### config.mk
export PLATFORM = sky130hd
export DESIGN_NAME = adc_parallel_emulator_flat
export DESIGN_NICKNAME = d
export VERILOG_FILES = /design/src/rtl/adc_pkg.sv /design/src/rtl/adc_parallel_emulator_if.sv /design/src/rtl/adc_edge_sync.sv /design/src/rtl/adc_parallel_emulator.sv /design/src/flat_wrapper.sv
export SDC_FILE = /design/constraint.sdc
export NUM_CORES = 1
export LEC_CHECK = 0
export ABC_CLOCK_PERIOD_IN_PS = 2050
export CAP_MARGIN = 20
export CORE_UTILIZATION = 49
export DETAILED_ROUTE_END_ITERATION = 8
export GPL_TIMING_DRIVEN = 0
export PLACE_DENSITY = 0.73
export SLEW_MARGIN = 30
export SYNTH_ARGS = -nofsm -noshare
export SYNTH_HDL_FRONTEND = slang
export SYNTH_SLANG_ARGS = --single-unit
### constraint.sdc
create_clock -name clk_100M -period 2.05 [get_ports clk_100M]
set_input_delay 0.3075 -clock clk_100M [delete_from_list [all_inputs] [get_ports clk_100M]]
set_output_delay 0.3075 -clock clk_100M [all_outputs]
set_load 0.02 [all_outputs]
### src/rtl/adc_pkg.sv
// Shared types and constants for the parallel-output ADC emulator.
package adc_pkg;

  localparam int unsigned DATA_W          = 8;
  localparam int unsigned CONV_CYCLES_DEF = 60;
  localparam int unsigned CNT_W           = 10;

  typedef enum logic [1:0] {
    StIdle,
    StConv,
    StReady
  } adc_state_e;

endpackage

### src/rtl/adc_parallel_emulator_if.sv
// Pin-level bus between an ADC controller (master) and the emulated converter (slave).
interface adc_parallel_emulator_if;
  import adc_pkg::*;

  logic              CONVST;
  logic              CS;
  logic              RD;
  logic              EOC;
  logic [DATA_W-1:0] Data;
  logic              Data_oe;

  modport master (output CONVST, CS, RD, input EOC, Data, Data_oe);
  modport slave  (input CONVST, CS, RD, output EOC, Data, Data_oe);

endinterface

### src/rtl/adc_edge_sync.sv
// Registers the controller strobes once; flags CONVST falling edges and active reads.
module adc_edge_sync (
  input  logic clk_100M,
  input  logic reset,
  input  logic convst_i,
  input  logic cs_i,
  input  logic rd_i,
  output logic conv_fall_o,
  output logic read_active_o
);

  logic cnv_q, cs_q, rd_q;

  // cnv_q resets low so a CONVST held low across reset release is not taken as an edge.
  always_ff @(posedge clk_100M or negedge reset) begin
    if (!reset) begin
      cnv_q <= 1'b0;
      cs_q  <= 1'b1;
      rd_q  <= 1'b1;
    end else begin
      cnv_q <= convst_i;
      cs_q  <= cs_i;
      rd_q  <= rd_i;
    end
  end

  assign conv_fall_o   = cnv_q & ~convst_i;
  assign read_active_o = ~cs_q & ~rd_q;

endmodule

### src/rtl/adc_parallel_emulator.sv
// Emulated 8-bit parallel ADC: CONVST-triggered conversion, EOC handshake, timed read bus.
module adc_parallel_emulator
  import adc_pkg::*;
#(
  parameter int unsigned       CONV_CYCLES      = CONV_CYCLES_DEF,
  parameter int unsigned       RD_ACCESS_CYCLES = 2,
  parameter logic [DATA_W-1:0] RAMP_STEP        = 8'd1
) (
  input  logic                    clk_100M,
  input  logic                    reset,
  adc_parallel_emulator_if.slave  adc_bus,
  input  logic                    src_sel,
  input  logic [DATA_W-1:0]       ext_sample,
  output logic                    busy,
  output logic                    overrun,
  output logic [15:0]             conv_count
);

  localparam logic [CNT_W-1:0] ConvLoad  = CNT_W'(CONV_CYCLES - 1);
  localparam logic [1:0]       AccTarget = 2'(RD_ACCESS_CYCLES);

  logic conv_fall, read_active;

  adc_edge_sync u_edge_sync (
    .clk_100M      (clk_100M),
    .reset         (reset),
    .convst_i      (adc_bus.CONVST),
    .cs_i          (adc_bus.CS),
    .rd_i          (adc_bus.RD),
    .conv_fall_o   (conv_fall),
    .read_active_o (read_active)
  );

  adc_state_e        state_q;
  logic [CNT_W-1:0]  cnt_q;
  logic [DATA_W-1:0] held_q, data_q, ramp_q;
  logic              eoc_q, busy_q, overrun_q;
  logic [15:0]       count_q;
  logic [1:0]        acc_q;
  logic [DATA_W-1:0] sample;

  assign sample = src_sel ? ext_sample : ramp_q;

  always_ff @(posedge clk_100M or negedge reset) begin
    if (!reset) begin
      state_q   <= StIdle;
      cnt_q     <= '0;
      held_q    <= '0;
      data_q    <= '0;
      ramp_q    <= '0;
      eoc_q     <= 1'b1;
      busy_q    <= 1'b0;
      overrun_q <= 1'b0;
      count_q   <= '0;
      acc_q     <= '0;
    end else begin
      overrun_q <= 1'b0;
      // Access counter saturates; it only needs to reach the largest legal access time.
      if (read_active) begin
        if (acc_q != 2'd3) acc_q <= acc_q + 2'd1;
      end else begin
        acc_q <= '0;
      end

      case (state_q)
        StIdle: begin
          if (conv_fall) begin
            held_q  <= sample;
            cnt_q   <= ConvLoad;
            busy_q  <= 1'b1;
            state_q <= StConv;
          end
        end
        StConv: begin
          if (conv_fall) overrun_q <= 1'b1;
          if (cnt_q == '0) begin
            data_q  <= held_q;
            eoc_q   <= 1'b0;
            busy_q  <= 1'b0;
            count_q <= count_q + 16'd1;
            ramp_q  <= ramp_q + RAMP_STEP;
            state_q <= StReady;
          end else begin
            cnt_q <= cnt_q - 1'b1;
          end
        end
        StReady: begin
          // A new start beats a coincident read; data_q keeps the unread sample meanwhile.
          if (conv_fall) begin
            eoc_q     <= 1'b1;
            held_q    <= sample;
            cnt_q     <= ConvLoad;
            busy_q    <= 1'b1;
            overrun_q <= 1'b1;
            state_q   <= StConv;
          end else if (read_active) begin
            eoc_q   <= 1'b1;
            state_q <= StIdle;
          end
        end
        default: state_q <= StIdle;
      endcase
    end
  end

  assign adc_bus.EOC     = eoc_q;
  assign adc_bus.Data_oe = read_active && (acc_q >= AccTarget);
  assign adc_bus.Data    = adc_bus.Data_oe ? data_q : '0;
  assign busy            = busy_q;
  assign overrun         = overrun_q;
  assign conv_count      = count_q;

endmodule
### src/flat_wrapper.sv
// flat-port wrapper written by rule: the top's interface ports become plain ports
module adc_parallel_emulator_flat import adc_pkg::*;
#(
  parameter int unsigned       CONV_CYCLES      = CONV_CYCLES_DEF,
  parameter int unsigned       RD_ACCESS_CYCLES = 2,
  parameter logic [DATA_W-1:0] RAMP_STEP        = 8'd1
)
  (clk_100M, reset, src_sel, ext_sample, busy, overrun, conv_count, adc_bus_CONVST, adc_bus_CS, adc_bus_RD, adc_bus_EOC, adc_bus_Data, adc_bus_Data_oe);
  adc_parallel_emulator_if adc_bus_i ();
  input  logic clk_100M;
  input  logic reset;
  input  logic src_sel;
  input  logic [DATA_W-1:0] ext_sample;
  output logic busy;
  output logic overrun;
  output logic [15:0] conv_count;
  input wire logic [$bits(adc_bus_i.CONVST)-1:0] adc_bus_CONVST;
  input wire logic [$bits(adc_bus_i.CS)-1:0] adc_bus_CS;
  input wire logic [$bits(adc_bus_i.RD)-1:0] adc_bus_RD;
  output wire logic [$bits(adc_bus_i.EOC)-1:0] adc_bus_EOC;
  output wire logic [$bits(adc_bus_i.Data)-1:0] adc_bus_Data;
  output wire logic [$bits(adc_bus_i.Data_oe)-1:0] adc_bus_Data_oe;
  assign adc_bus_i.CONVST = adc_bus_CONVST;
  assign adc_bus_i.CS = adc_bus_CS;
  assign adc_bus_i.RD = adc_bus_RD;
  assign adc_bus_EOC = adc_bus_i.EOC;
  assign adc_bus_Data = adc_bus_i.Data;
  assign adc_bus_Data_oe = adc_bus_i.Data_oe;
  adc_parallel_emulator #(.CONV_CYCLES(CONV_CYCLES), .RD_ACCESS_CYCLES(RD_ACCESS_CYCLES), .RAMP_STEP(RAMP_STEP)) u_core (.clk_100M(clk_100M), .reset(reset), .adc_bus(adc_bus_i), .src_sel(src_sel), .ext_sample(ext_sample), .busy(busy), .overrun(overrun), .conv_count(conv_count));
endmodule
Word-level counts from Yosys, hierarchy flattened
Index checks and enable logic that the tools add are counted.
Widths: inputs -> output; s select.
- register bits: 60
- bits in latches: 0
- RAM bits: 0
- ROM bits: 0
- output and inout port bits: 28
- word-level logic and storage cells: 65
- memories: 0
- add/subtract/negate cells: 4
- multipliers: 0
- div/mod/pow operators: 0
- order comparisons: 1
- equality and inequality tests: 9
- shift operators: 0
- mux-type cells: 20
- bitwise operators: 5
- reductions and logical operators: 13
- operator list (kind ; count):
    $mux 10 ; 2
    $pmux 10 s2 ; 1
    $add 16x1->16 const B ; 1
    $mux 8 ; 2
    $mux 2 ; 6
    $reduce_and 3->1 ; 4
    $logic_not 10->1 ; 1
    $sub 10x1->10 const B ; 1
    $add 8x1->8 const B ; 1
    $mux 1 ; 6
    $ne 2x1->1 const B ; 3
    $ne 2x2->1 const B ; 3
    $pmux 2 s3 ; 1
    $pmux 1 s2 ; 2
    $reduce_and 2->1 ; 2
    $reduce_bool 2->1 ; 2
    $reduce_or 2->1 ; 2
    $ne 3x1->1 const B ; 1
    $not 1->1 ; 3
    $add 2x1->2 const B ; 1
    $and 1x1->1 ; 2
    $eq 2x1->1 const B ; 1
    $eq 2x2->1 const B ; 1
    $ge 2x2->1 const B ; 1
    2 further kinds ; 2

Depth between registers and ports, before layout
Gate-level depths: netlist of run 1.
- depth after elaboration: 5
- mapped depth: 8
- gate-level depth less buffers: 6

Hierarchy
Synthesis of run 1 repeated with hierarchy kept, for this count alone.
- cells, all modules: 279
- area total of the unflattened synthesis: 2884.0 µm²
- by module, submodules not included (module ; instances ; cells an instance ; area each (µm²)):
    adc_parallel_emulator ; 1 ; 274 ; 2788.9
    adc_edge_sync ; 1 ; 5 ; 95.1

Least setup slack after synthesis of run 1
OpenSTA, ideal clock, no wires.
- kind: register to register
- start point: register u_core.state_q[1]
- end point: register u_core.cnt_q[0]
- setup time: 0.125 ns
- arrival: 1.988 ns
- path slack: -0.063 ns
- stages on the path, launching flop included: 7
- buffers on the path: 0
- cell sequence: dfrtp_1 > inv_1 > ha_1 > or3b_2 > nor4_4 > nor2_2 > mux2_4
- cells in the longest elaborated chain, start to end: 4
- elaborated cells between the ends (all ways): 9
- those cells by class: eq/ne (4); mux (1); reduce/logical (4)
- ends and longest elaborated chain (item ; line ; RTL):
    from (decl) ; adc_parallel_emulator.sv:34 ; adc_state_e state_q;
    from (signal assigned) ; adc_parallel_emulator.sv:46 ; state_q <= StIdle;
    from (signal assigned) ; adc_parallel_emulator.sv:71 ; state_q <= StConv;
    from (signal assigned) ; adc_parallel_emulator.sv:82 ; state_q <= StReady;
    $eq 2x2->1 or $logic_not 2->1 (tied branches) ; adc_parallel_emulator.sv:65 ; case (state_q)
    $reduce_or 2->1 (no source line) ; n/a ;
    $ne 2x1->1 (no source line) or $reduce_bool 2->1 (tied branches) ; n/a ;
    $reduce_and 3->1 (no source line) ; n/a ;
    to (signal assigned) ; adc_parallel_emulator.sv:69 ; cnt_q <= ConvLoad;
    to (signal assigned) ; adc_parallel_emulator.sv:84 ; cnt_q <= cnt_q - 1'b1;
    to (signal assigned) ; adc_parallel_emulator.sv:92 ; cnt_q <= ConvLoad;
    to (decl) ; adc_parallel_emulator.sv:35 ; logic [CNT_W-1:0] cnt_q;
Several ways; a longest one is shown, not always the timed one.
A chain may end at the register's enable or synchronous reset.

Worst setup path after layout of run 1
- start point: register u_core.cnt_q[6]
- end point: register u_core.busy_q, in the netlist u_core.busy
- cells in the longest elaborated chain, start to end: 3
- ends and longest elaborated chain (item ; line ; RTL):
    $logic_not 10->1 ; adc_parallel_emulator.sv:76 ; if (cnt_q == '0) begin
    $ne 2x1->1 (no source line) ; n/a ;
    $reduce_and 3->1 (no source line) ; n/a ;
    to (signal assigned) ; adc_parallel_emulator.sv:70 ; busy_q <= 1'b1;
    to (signal assigned) ; adc_parallel_emulator.sv:79 ; busy_q <= 1'b0;
    to (signal assigned) ; adc_parallel_emulator.sv:93 ; busy_q <= 1'b1;
    to (decl) ; adc_parallel_emulator.sv:37 ; logic eoc_q, busy_q, overrun_q;
Every way passes these cells.

==> results of run 1 <==
## through the flow
| step | util [%] | instances | power (W) |
|---|---|---|---|
| final | 68.4 | 423 | 0.00237 |
| after global routing | 68.4 | 423 | 0.00247 |
| after CTS | 67.7 | 413 | 0.00241 |
| after detailed placement | 61.4 | 388 | 0.00130 |
| after global placement | 61.1 | 387 | 0.00129 |
| after floorplan | - | 275 | 0.00124 |
## final cells by class
type / instances / area (sq um)
Buffer: 6 / 36.3
Inverter: 7 / 26.3
Sequential cell: 60 / 1510
Clock inverter: 1 / 30.0
Tap cell: 72 / 90.1
Clock buffer: 14 / 173
Fill cell: 451 / 1780
Multi-Input combinational cell: 199 / 1430
Timing Repair Buffer: 64 / 569
## cell usage in the layout (no fill, tap or decap), types with 4 or more instances in the layout
cell type        netlist  final
buf_4                  0     21
xnor2_1               17     17
a31oi_1               11     11
xor2_1                 4      4
o21ai_0               16     16
a21oi_1                6      5
clkdlybuf4s50_1        0     30
ha_1                   9      7
nand4_1               10     10
o31ai_1                4      4
buf_2                  1      9
dfrtp_1               57     54
clkbuf_8               0     12
nor2_1                 6      5
inv_1                  7      6
clkbuf_1               5      4
mux2i_1                8      8
nand3_1                7      7
and2_1                 9      9
and3_1                 5      5
nor3_1                 7      6
nand2_1               40     40
## where the power goes
group          internal, W  switching (W)
logic            0.0000437      0.0000444
clock network     0.000656       0.000428
registers          0.00119     0.00000647
## metal layers
layer	vias to the layer above	GRT usage (%)	share of wire, %
met2	62	33.0	47
met4	0	10.4	2.1
met5	-	0	0
met1	1091	29.5	46
li1	1117	-	-
met3	13	5.60	4.7
## timing repair
action                                  4_1_cts  5_1_grt
resized for setup                            36       17
endpoints found under the hold margin        27        0
endpoints found under the setup margin       53       36
setup buffers                                11       11
hold buffers                                  1        0
pin swaps                                     5        2
## cell families after synthesis
kind of cell	Yosys count
AO/OA/AOI/OAI	45
XOR/XNOR	23
adder cells (fa/ha/maj)	9
buffers and inverters	16
flip-flops	60
multiplexers	12
AND/OR/NAND/NOR	110
## registers in the layout, indices dropped and copies added (netlist names)
name and cells:
u_core.adc_bus.EOC 1, u_core.ramp_q 8, u_core.u_edge_sync.cnv_q 1, u_core.cnt_q 10, u_core.busy 1, u_core.overrun 1, u_core.held_q 8, u_core.acc_q 2
u_core.conv_count 16, u_core.data_q 8, u_core.u_edge_sync.rd_q 1, u_core.state_q 2, u_core.u_edge_sync.cs_q 1
## final timing paths
path                       cells after the start        startpoint                 endpoint  slack (ps)
max                                            4   u_core.cnt_q[6]              u_core.busy          50
min                                            1        adc_bus_RD  u_core.u_edge_sync.rd_q         380
max reg2reg                                    4   u_core.cnt_q[6]              u_core.busy          50
min reg2reg                                    2  u_core.data_q[3]         u_core.data_q[3]         460
max in group asynchronous                      3             reset  u_core.u_edge_sync.rd_q        1050
min in group asynchronous                      2             reset         u_core.data_q[4]         440
==> qor.yml, run 1 <==
outcome:
  outcome: "finished clean"
critical_path:
  required_ps: 2270
  cpPeakStageDelay_ps: 630
  cp-start-kind: "flop"
  crit_path_cell_trace: "or4_4, o41ai_4, nand2_2, mux2_4"
  timing.critical_path.buf_inv: 0
  crit_fanout: 6
  endpoint_kind: "flop"
  arrival_ps: 2220
  cp_slowest_cell: "or4_4"
  crit_family: "simple AND/OR/NAND/NOR gates"
  critPathKind: "reg -> reg"
power_and_ir_drop:
  p_leak_nw: 1.86
  peakVddDrop_uv: 485
  p_per_area_nw_per_um2: 614
synthesis:
  synth-compound-area-share_pct: 10.0
  synth_top_family_by_area: "simple AND/OR/NAND/NOR gates"
  synth_area_leader_cell: "dfrtp_1"
  async_reset_ff_share_pct: 100
  yosysUniqueCellTypes: 48
  ys.flop_type: "dfrtp_1"
  ys_ff_latch: 60
  syn_area_sq_um: 2950
  yosysMostFrequentCell: "dfrtp_1"
  synth.top_cells.by_count: "dfrtp_1 (57), nand2_1 (40), xnor2_1 (17)"
  ys.warnings.count: 0
  yosysSeqAreaShare_pct: 51.0
  synth_area_leaders: "dfrtp_1 (48%), nand2_1 (5.1%), xnor2_1 (5.0%)"
  synth_cells: 275
  synthAdderAreaFrac_pct: 3.81
  syn-num-nets: 298
  synthSimpleGateAreaFrac_pct: 20.8
  synth.avg_cell_area_sq_um: 10.7
  synth-edff-count: 0
  muxShareOfSynthArea_pct: 4.49
  synth_xor_area_share_pct: 7.33
  netlist.area_leader.share_pct: 48.3
cts:
  cts.sinks: 60
  clkTransAtPathRegs_ps: 60
  cts_made_buffers: 9
  cts_tree: "yes"
  clock-root-buffer: "clkbuf_8"
  cts_max_level: 3
  clockBufferDepth: 2
  clk_latency_ps: 330
global_route:
  grt_max_degree: 34
  grt-ovfl-total: 0
  grtUsageTotal_pct: 21.9
  grt_pass1_wl_mm: 10.4
  grt_pass1_vias: 2168
  antenna_found_initial: 0
route:
  drt_wl_total_mm: 6.13
  wl_per_cell_microns: 14.5
  via_per_inst: 5.40
  vias: 2283
  ant_nets: 0
  dr.first_iter.drc_count: 174
  first_pass_iters: 4
  drcViolationCount: 0
flow_run:
  drv_cap: 0
timing:
  slew_headroom_pct: 59.5
  rsz0062_at_grt: "false"
  drv_slew: 0
  finalCritPeriodShare_pct: 97.6
  setup_viol: 0
  layout_setup_ws_ps: 49.5
  fin_tns_setup_ps: 0
  fin_worst_skew_ps: 4.27
  hold_violations: 0
  timing.fmax_ghz: 0.500
  worst_slew_pin_slew_ps: 608
  fin_crit_ps: 2000
  holdWs_ps: 380
layout:
  area_growth_pct: 30.7
  final_cell_area_sq_um: 3860
  fin_nets: 370
  diodes: 0
  drive_above_1_share_pct: 23.1
die:
  rows: 27
  die_x_microns: 79.6
  initial_core_util_pct: 52.3
  ios: 42
  die_y_microns: 79.6
  core_sq_um: 5640
  die_area_sq_um: 6340
placement:
  place.gp.congestion: 0.839
  place_ws_ps: -394
  hpwlAfterDp_mm: 4.07
  io_buffers: 40
  dpl-instance-area_sq_um: 3460
hold_path:
  worstHoldPathType: "in -> reg"
No activity file was read; power rests on OpenSTA's default activity.
==> run 2, diff against run 1 <==
--- a/config.mk
+++ b/config.mk
@@ -7,6 +7,7 @@
 export LEC_CHECK = 0
 export ABC_CLOCK_PERIOD_IN_PS = 2050
 export CAP_MARGIN = 20
+export CORE_MARGIN = 2
 export CORE_UTILIZATION = 49
 export DETAILED_ROUTE_END_ITERATION = 8
 export GPL_TIMING_DRIVEN = 0
==> qor.yml, run 2 (synthesis gave the netlist of run 1 again) <==
route:
  vias: 2264  # -0.83%
  drcViolationCount: 0  # unchanged
  drt_wl_total_mm: 6.18  # +0.80%
  first_pass_iters: 4  # unchanged
  ant_nets: 0  # unchanged
  wl_per_cell_microns: 14.7  # +1.5%
  via_per_inst: 5.39  # -0.12%
  dr.first_iter.drc_count: 60  # -66%
cts:
  clk_latency_ps: 340  # about the same
  clockBufferDepth: 2  # unchanged
  cts.sinks: 60  # unchanged
  clock-root-buffer: "clkbuf_8"
  cts_tree: "yes"
  cts_made_buffers: 9  # unchanged
  cts_max_level: 3  # unchanged
  clkTransAtPathRegs_ps: 70  # about the same
global_route:
  grtUsageTotal_pct: 20.3  # -1.6 points
  antenna_found_initial: 0  # unchanged
  grt-ovfl-total: 0  # unchanged
  grt_pass1_vias: 2181  # +0.60%
  grt_pass1_wl_mm: 10.1  # -2.7%
  grt_max_degree: 32  # -5.9%
timing:
  hold_violations: 0  # unchanged
  holdWs_ps: 370  # -10.0 ps
  fin_tns_setup_ps: 0  # unchanged
  fin_crit_ps: 1950  # -50.0 ps
  fin_worst_skew_ps: 9.78  # +5.50 ps
  timing.fmax_ghz: 0.513  # +2.6%
  slew_headroom_pct: 58.1  # -1.3 points
  layout_setup_ws_ps: 99.5  # +50.0 ps
  finalCritPeriodShare_pct: 95.1  # -2.4 points
  setup_viol: 0  # unchanged
  drv_slew: 0  # unchanged
  worst_slew_pin_slew_ps: 628  # +20.2 ps
die:
  rows: 28  # +3.7%
  die_y_microns: 81.6  # +2.5%
  initial_core_util_pct: 50.2  # -2.2 points
  die_x_microns: 81.6  # +2.5%
  ios: 42  # unchanged
  die_area_sq_um: 6660  # +5.1%
  core_sq_um: 5890  # +4.3%
critical_path:
  rr_startpoint: "u_core.cnt_q[0]"
  endpoint: "u_core.conv_count[11]"
  required_ps: 2290  # +20 ps
  reg2regPathDepth: 7  # +3
  cp-start-kind: "flop"
  crit_fanout: 7  # +1
  reg2reg_to: "u_core.conv_count[11]"
  crit_start: "u_core.cnt_q[0]"
  r2r_slack_ps: 100  # +50 ps
  critPathKind: "reg -> reg"
  endpoint_kind: "flop"
  arrival_ps: 2190  # -30 ps
hold_path:
  worstHoldPathType: "in -> reg"
placement:
  place.gp.congestion: 0.864  # +2.9%
  hpwlAfterDp_mm: 4.30  # +5.6%
  dp.cells: 391  # +0.77%
  io_buffers: 40  # unchanged
  place_ws_ps: -434  # -39.6 ps
power_and_ir_drop:
  p_leak_nw: 1.84  # -0.97%
  p_per_area_nw_per_um2: 660  # +7.4%
  peakVddDrop_uv: 357  # -26%
  p_total_w: 0.00253  # +6.9%
layout:
  fin_nets: 363  # -1.9%
  diodes: 0  # unchanged
  largest_reg_flops: 16  # unchanged
  finalNonFillerCells: 420  # -0.71%
  nFillCells: 473  # +4.9%
  layout_commonest_cell: "dfrtp_1"
  most-common-layout-cells: "dfrtp_1 (55), nand2_1 (40), clkdlybuf4s50_1 (30)"
  area_growth_pct: 30.1
  drive_above_1_share_pct: 22.3  # -0.76 points
flow_run:
  drv_cap: 0  # unchanged
outcome:
  outcome: "finished clean"
[run 2: final cells by class]
cell class / count / area, sq um / share of cell area [%]
Sequential cell: 60 / 1510 / 39.2
Multi-Input combinational cell: 199 / 1430 / 37.2
Timing Repair Buffer: 57 / 517 / 13.4
Clock buffer: 12 / 165 / 4.30
Tap cell: 75 / 93.8 / 2.44
Clock inverter: 4 / 70.1 / 1.82
Buffer: 6 / 32.5 / 0.847
Inverter: 7 / 26.3 / 0.684
[run 2: layer usage]
metal	track usage, %	routed length (microns)
met1	24.2	2680
met2	35.2	3150
met3	5.38	251
met4	7.67	96
met5	0	0
[run 2: per-stage QoR]
| stage | util, % | cell area (sq um) |
|---|---|---|
| after floorplan | - | 2960 |
| after global placement | 58.6 | 3450 |
| after detailed placement | 58.9 | 3470 |
| after CTS | 64.7 | 3810 |
| after global routing | 65.3 | 3840 |
| final | 65.3 | 3840 |
[run 2: power breakdown]
part,total [W],internal [W],switching [W]
logic,0.0000863,0.0000413,0.0000450
registers,0.00120,0.00119,0.00000595
clock network,0.00125,0.000780,0.000471
total,0.00253,0.00201,0.000522
[run 2: worst min path at each step]
| stage | from | endpoint | slack (ps) | cells past startpoint |
|---|---|---|---|---|
| 5_1_grt | adc_bus_CS | u_core.u_edge_sync.cs_q | 360 | 1 |
| 3_5_place_dp | reset | u_core.data_q[2] | 260 | 1 |
| 3_3_place_gp | u_core.data_q[4] | u_core.data_q[4] | 440 | 2 |
| 6_report | adc_bus_CS | u_core.u_edge_sync.cs_q | 370 | 1 |
| 4_1_cts | adc_bus_CS | u_core.u_edge_sync.cs_q | 360 | 1 |
| 2_1_floorplan | reset | u_core.acc_q[0] | 10 | 0 |
[run 2: critical path: stages, from the launching register on]
cell and delay, ps:
dfrtp_1 410, inv_1 80, ha_2 190, or4b_4 480, nor4_4 270, buf_6 160
nand4_1 110, xnor2_1 140
[run 2: timing repair]
action / 4_1_cts / 5_1_grt
endpoints found under the hold margin: 26 / 0
endpoints found under the setup margin: 52 / 30
gates resized for setup: 40 / 11
setup buffers: 11 / 4
hold buffers: 1 / 0
pin swaps: 6 / 3
==> run 3, diff against run 2 <==
--- a/config.mk
+++ b/config.mk
@@ -15,4 +15,5 @@
 export SLEW_MARGIN = 30
 export SYNTH_ARGS = -nofsm -noshare
 export SYNTH_HDL_FRONTEND = slang
+export SYNTH_HIERARCHICAL = 1
 export SYNTH_SLANG_ARGS = --single-unit
==> qor.yml, run 3 <==
outcome:
  outcome: "finished clean"
synthesis:
  synth_area_leaders: "dfrtp_1 (49%), xnor2_1 (6.4%), nand2_1 (6.2%)"
  ys.flop_type: "dfrtp_1"
  syn_area_sq_um: 2880  # -2.3%
  ys_ff_latch: 60  # unchanged
  netlist.area_leader.share_pct: 49.5  # +1.2 points
  yosysSeqAreaShare_pct: 52.2  # +1.2 points
  async_reset_ff_share_pct: 100  # unchanged
  synth_area_leader_cell: "dfrtp_1"
  synth-edff-count: 0  # unchanged
  synth_cells: 279  # +1.5%
  yosysUniqueCellTypes: 42  # -13%
  synth.top_cells.by_count: "dfrtp_1 (57), nand2_1 (48), xnor2_1 (21)"
  syn-num-nets: 304  # +2.0%
  synth.avg_cell_area_sq_um: 10.3  # -3.7%
  yosysMostFrequentCell: "dfrtp_1"
  ys.warnings.count: 6  # +6
route:
  first_pass_iters: 4  # unchanged
  via_per_inst: 5.27  # -2.2%
  vias: 2166  # -4.3%
  drt_wl_total_mm: 6.01  # -2.7%
  ant_nets: 0  # unchanged
  drcViolationCount: 0  # unchanged
  wl_per_cell_microns: 14.6  # -0.59%
  dr.first_iter.drc_count: 173  # +190%
timing:
  slew_headroom_pct: 59.8  # +1.7 points
  setup_viol: 0  # unchanged
  fin_crit_ps: 1920  # -27.8 ps
  finalCritPeriodShare_pct: 93.8  # -1.4 points
  layout_setup_ws_ps: 127  # +27.8 ps
  holdWs_ps: 378  # +8.15 ps
  fin_worst_skew_ps: 7.33  # -2.44 ps
  worst_slew_pin_slew_ps: 598  # -30.2 ps
  drv_slew: 0  # unchanged
  rsz0062_at_grt: "true"
  hold_violations: 0  # unchanged
  timing.fmax_ghz: 0.520  # +1.4%
critical_path:
  reg2regPathDepth: 6  # -1
  cp-start-kind: "flop"
  r2r_slack_ps: 130  # +30 ps
  crit_fanout: 5  # -2
  reg2reg_to: "u_core/state_q[1]"
  cpPeakStageDelay_ps: 420  # -60 ps
  endpoint_kind: "flop"
  arrival_ps: 2140  # -50 ps
  required_ps: 2270  # -20 ps
  cp_slowest_cell: "or3b_4"
  critPathKind: "reg -> reg"
  crit_path_cell_trace: "inv_1, ha_2, or3b_4, o41ai_4, o21ai_2, mux2_4"
  rr_startpoint: "u_core/cnt_q[0]"
die:
  rows: 27  # -3.6%
  core_sq_um: 5610  # -4.7%
  die_y_microns: 80.7  # -1.1%
  die_x_microns: 80.7  # -1.1%
  ios: 42  # unchanged
  initial_core_util_pct: 51.4  # +1.3 points
  die_area_sq_um: 6520  # -2.2%
power_and_ir_drop:
  peakVddDrop_uv: 493  # +38%
  p_leak_nw: 1.68  # -8.4%
  p_per_area_nw_per_um2: 883  # +34%
layout:
  utilization_pct: 65.4  # +0.065 points
  largest_reg_flops: 16  # unchanged
  drive_above_1_share_pct: 16.8  # -5.5 points
  area_growth_pct: 27.1
  fin_nets: 359  # -1.1%
  most-common-layout-cells: "dfrtp_1 (56), nand2_1 (48), clkdlybuf4s50_1 (30)"
  diodes: 0  # unchanged
  layout_commonest_cell: "dfrtp_1"
  nFillCells: 477  # +0.85%
global_route:
  grt_pass1_wl_mm: 10.0  # -1.1%
  grt_pass1_vias: 2147  # -1.6%
  antenna_found_initial: 0  # unchanged
  grt-ovfl-total: 0  # unchanged
  grtUsageTotal_pct: 20.5  # +0.18 points
  grt_max_degree: 48  # +50%
cts:
  clockBufferDepth: 2  # unchanged
  clkTransAtPathRegs_ps: 60  # about the same
  cts_max_level: 3  # unchanged
  clk_latency_ps: 330  # about the same
  cts.sinks: 60  # unchanged
  cts_made_buffers: 9  # unchanged
  cts_tree: "yes"
  clock-root-buffer: "clkbuf_8"
placement:
  hpwlAfterDp_mm: 4.14  # -3.8%
  place_ws_ps: -165  # +269 ps
  io_buffers: 40  # unchanged
  place.gp.congestion: 0.828  # -4.2%
hold_path:
  worstHoldPathType: "in -> async"
flow_run:
  drv_cap: 0  # unchanged
-- run 3: cell types whose count changed after synthesis, moves of 3 or more --
cell     previous run  this run
nor2_1              6        18
nand2_1            40        48
a31oi_1            11         4
nor3_1              7         2
xnor2_1            17        21
buf_2               1         4
nand2_2             3         0
nand3_1             7        10
-- run 3: cell families (layout without fill, tap and decap cells) --
family	after synthesis	after routing	share of synthesized area, %
flip-flops	60	60	52.2
AO/OA/AOI/OAI	41	41	9.50
AND/OR/NAND/NOR	119	119	21.0
multiplexers	9	9	3.30
buffers and inverters	16	76	2.26
XOR/XNOR	23	23	6.99
adder cells (fa/ha/maj)	11	11	4.77
-- run 3: final cells by class --
type	instances	area [sq um]	share of cell area (%)
Inverter	8	30.0	0.819
Clock buffer	11	141	3.86
Buffer	6	35.0	0.956
Sequential cell	60	1510	41.1
Multi-Input combinational cell	203	1360	37.2
Tap cell	72	90.1	2.46
Timing Repair Buffer	46	424	11.6
Clock inverter	5	75.1	2.05
-- run 3: what timing repair did --
action	in CTS	in global routing
buffers inserted	1	3
hold buffers	1	0
endpoints found under the hold margin	13	0
pin swaps	1	1
endpoints found under the setup margin	41	37
resized for setup	17	28
-- run 3: critical path, delay by kind of cell (launching register included) --
family,cells,cell delay [ps]
mux,1,310
fa+ha+maj,1,200
flops,1,410
compound gates,2,390
simple gates,1,420
buf+inv,1,70
-- run 3: how the worst max path moves through the flow --
stage | from | slack, ps | cells after the start | end
6_report | u_core/cnt_q[0] | 130 | 6 | u_core/state_q[1]
5_1_grt | u_core/state_q[0] | -10 | 6 | u_core/cnt_q[9]
4_1_cts | u_core/acc_q[0] | 30 | 6 | adc_bus_Data[4]
3_5_place_dp | u_core/u_edge_sync/rd_q | -160 | 5 | adc_bus_Data[4]
3_3_place_gp | reset | -1280 | 1 | u_core/conv_count[12]
2_1_floorplan | u_core/cnt_q[0] | 120 | 6 | u_core/state_q[1]
-- run 3: power breakdown --
group          leakage, nW  switching (W)  internal (W)
logic                0.784       0.000370      0.000291
clock network        0.113       0.000452      0.000712
registers            0.786       0.000113       0.00130
total                 1.68       0.000935       0.00230
-- run 3: per-layer routing --
| layer | up-vias | wire length [microns] | track usage (%) |
|---|---|---|---|
| met5 | - | 0 | 0 |
| met4 | 0 | 95 | 11.0 |
| met3 | 10 | 226 | 4.61 |
| met2 | 45 | 2810 | 30.3 |
| met1 | 1028 | 2880 | 28.1 |
| li1 | 1083 | - | - |
-- run 3: metrics by stage --
| stage | total power [W] | area (sq um) | cells | setup TNS, ps |
|---|---|---|---|---|
| final | 0.00324 | 3660 | 411 | 0 |
| after CTS | 0.00323 | 3650 | 409 | 0 |
| after detailed placement | 0.00202 | 3400 | 392 | -4040 |
| after floorplan | 0.00182 | 2880 | 279 | 0 |
| after global routing | 0.00342 | 3660 | 411 | -19.5 |
| after global placement | 0.00199 | 3370 | 391 | -77510 |
==> variant: new RTL, config.mk and constraints of run 1 <==
Encoding of `adc_state_e`: now one-hot (3 bits for 3 states).
--- a/src/rtl/adc_pkg.sv
+++ b/src/rtl/adc_pkg.sv
@@ -7,6 +7,6 @@
 
-  typedef enum logic [1:0] {
-    StIdle,
-    StConv,
-    StReady
+  typedef enum logic [2:0] {
+    StIdle  = 3'b001,
+    StConv  = 3'b010,
+    StReady = 3'b100
   } adc_state_e;
Function: no difference found for any inputs over 10 cycles, from zero or initial values and one cycle with reset low; not proved beyond that.
==> variant against run 1 <==
- clock skew rose by 0.0031 ns
- largest cell class unchanged
- sequential cell count rose by 1
- highest routed layer unchanged
- global-route usage fell by 1.5 points
- routed wire length fell by 4.8%
- via count fell by 3.3%
- area after synthesis fell by 1.9%
- die area fell by 1.8%
- setup slack got worse by 0.036 ns
- cell area fell by 2.0%
Power is not compared: it rests on default switching activity, and its combinational part moved more than twofold at a synthesized area within 25%.
==> variant: results (changes against run 1) <==
Parameter                              Value

Finish
  Share of post-route cells with drive strength above 1 ... 0.160 (-0.0703)
  Total number of nets in the final design ... 363 (-1.9%)

Synthesis
  Post-synth top cells ... 57 x sky130_fd_sc_hd__dfrtp_1, 39 x sky130_fd_sc_hd__nand2_1, 24 x sky130_fd_sc_hd__nor2_1
  Sequential share of the synthesized area ... 0.528 (+0.0188)
  Compound-cell area share of the yosys netlist ... 0.0699 (-0.0301)
  Portion of netlist area occupied by mux cells ... 0.0345 (-0.0104)
  Mapped Nets ... 299 (+0.34%)
  Post-synth cell types ... 43 (-10%)
  Xor and xnor fraction of the mapped netlist area ... 0.0786 (+0.00528)
  Adder-cell share of the synthesized area ... 0.0216 (-0.0165)

Setup path
  Worst R2R Setup Slack ... 0.01 ns (-0.04 ns)
  Setup crit end ... u_core.cnt_q[5]
  Critical Path Fanout Max ... 9 (+3)
  Worst stage delay on the critical path ... 0.49 ns (-0.14 ns)
  Number of cells on the worst reg-to-reg path ... 5 (+1)
  Slowest-stage cell, CP ... sky130_fd_sc_hd__or4_1

Placement
  GPL Wtd Cong ... 0.826 (-1.6%)
  Detailed Place HPWL ... 3.83 mm (-5.8%)
  Worst Setup Slack post-DPL ... -0.288 ns (+0.106 ns)

STA
  Worst Clk Skew ... 0.00734 ns (+0.00307 ns)
  Transition time of the tightest slew-check pin ... 0.521 ns (-0.0867 ns)

Hold path
  Worst hold path class ... input pin to asynchronous set/reset pin

Clock network
  Post-CTS setup buffer count ... 3 (-8)
  CTS resizes ... 14 (-61%)

Global route
  Wire length of the first global-routing pass ... 9.62 mm (-7.4%)
  Total global-route track usage ... 0.204 (-0.0152)
  Vias in the first global route ... 2057 (-5.1%)
  Pin count of the biggest net entering global routing ... 49 (+44%)

Detailed routing
  Vias post-DR ... 2207 (-3.3%)
  DRC marker count from the first detailed-route iteration ... 114 (-34%)

Status
  Result of the run ... finished, final reports clean
[variant: power groups by stage]
stage	Clock, mW	Combinational, mW	Sequential, mW
detailed placement	0	0.326	1.42
finish	1.21	0.318	1.42
global placement	0	0.308	1.42
global route	1.28	0.365	1.44
floorplan	0	0.223	1.40
CTS	1.23	0.335	1.40
[variant: cells by family (layout without fill, tap and decap cells)]
group | count (synthesis) | in the layout
simple gates | 131 | 131
flops | 61 | 61
compound gates | 31 | 31
xor+xnor | 26 | 26
buf+inv | 16 | 85
mux | 10 | 10
fa+ha+maj | 5 | 5
[variant: per-layer routing]
| metal | up-vias | wire length, um | track usage |
|---|---|---|---|
| met4 | 0 | 65 | 0.0709 |
| met1 | 1063 | 2620 | 0.260 |
| met5 | - | 0 | 0 |
| met3 | 9 | 188 | 0.0621 |
| li1 | 1098 | - | - |
| met2 | 37 | 2960 | 0.330 |
[variant: per-stage QoR]
stage | hold slack [ns] | utilization | std cells | area (um2) | power [mW]
6_report | 0.368 | 0.674 | 421 | 3780 | 2.95
5_1_grt | 0.365 | 0.674 | 421 | 3780 | 3.08
4_1_cts | 0.355 | 0.655 | 413 | 3670 | 2.97
3_5_place_dp | 0.181 | 0.609 | 393 | 3410 | 1.75
3_3_place_gp | 0.443 | 0.604 | 392 | 3390 | 1.72
2_1_floorplan | 0.0119 | - | 280 | 2900 | 1.62
[variant: area by class of cell]
type	count	area share
buffer	9	0.0132
multi-input combinational	203	0.354
clock inverter	3	0.0179
tap	72	0.0238
timing repair buffer	54	0.137
sequential	61	0.405
clock buffer	13	0.0420
inverter	6	0.00596
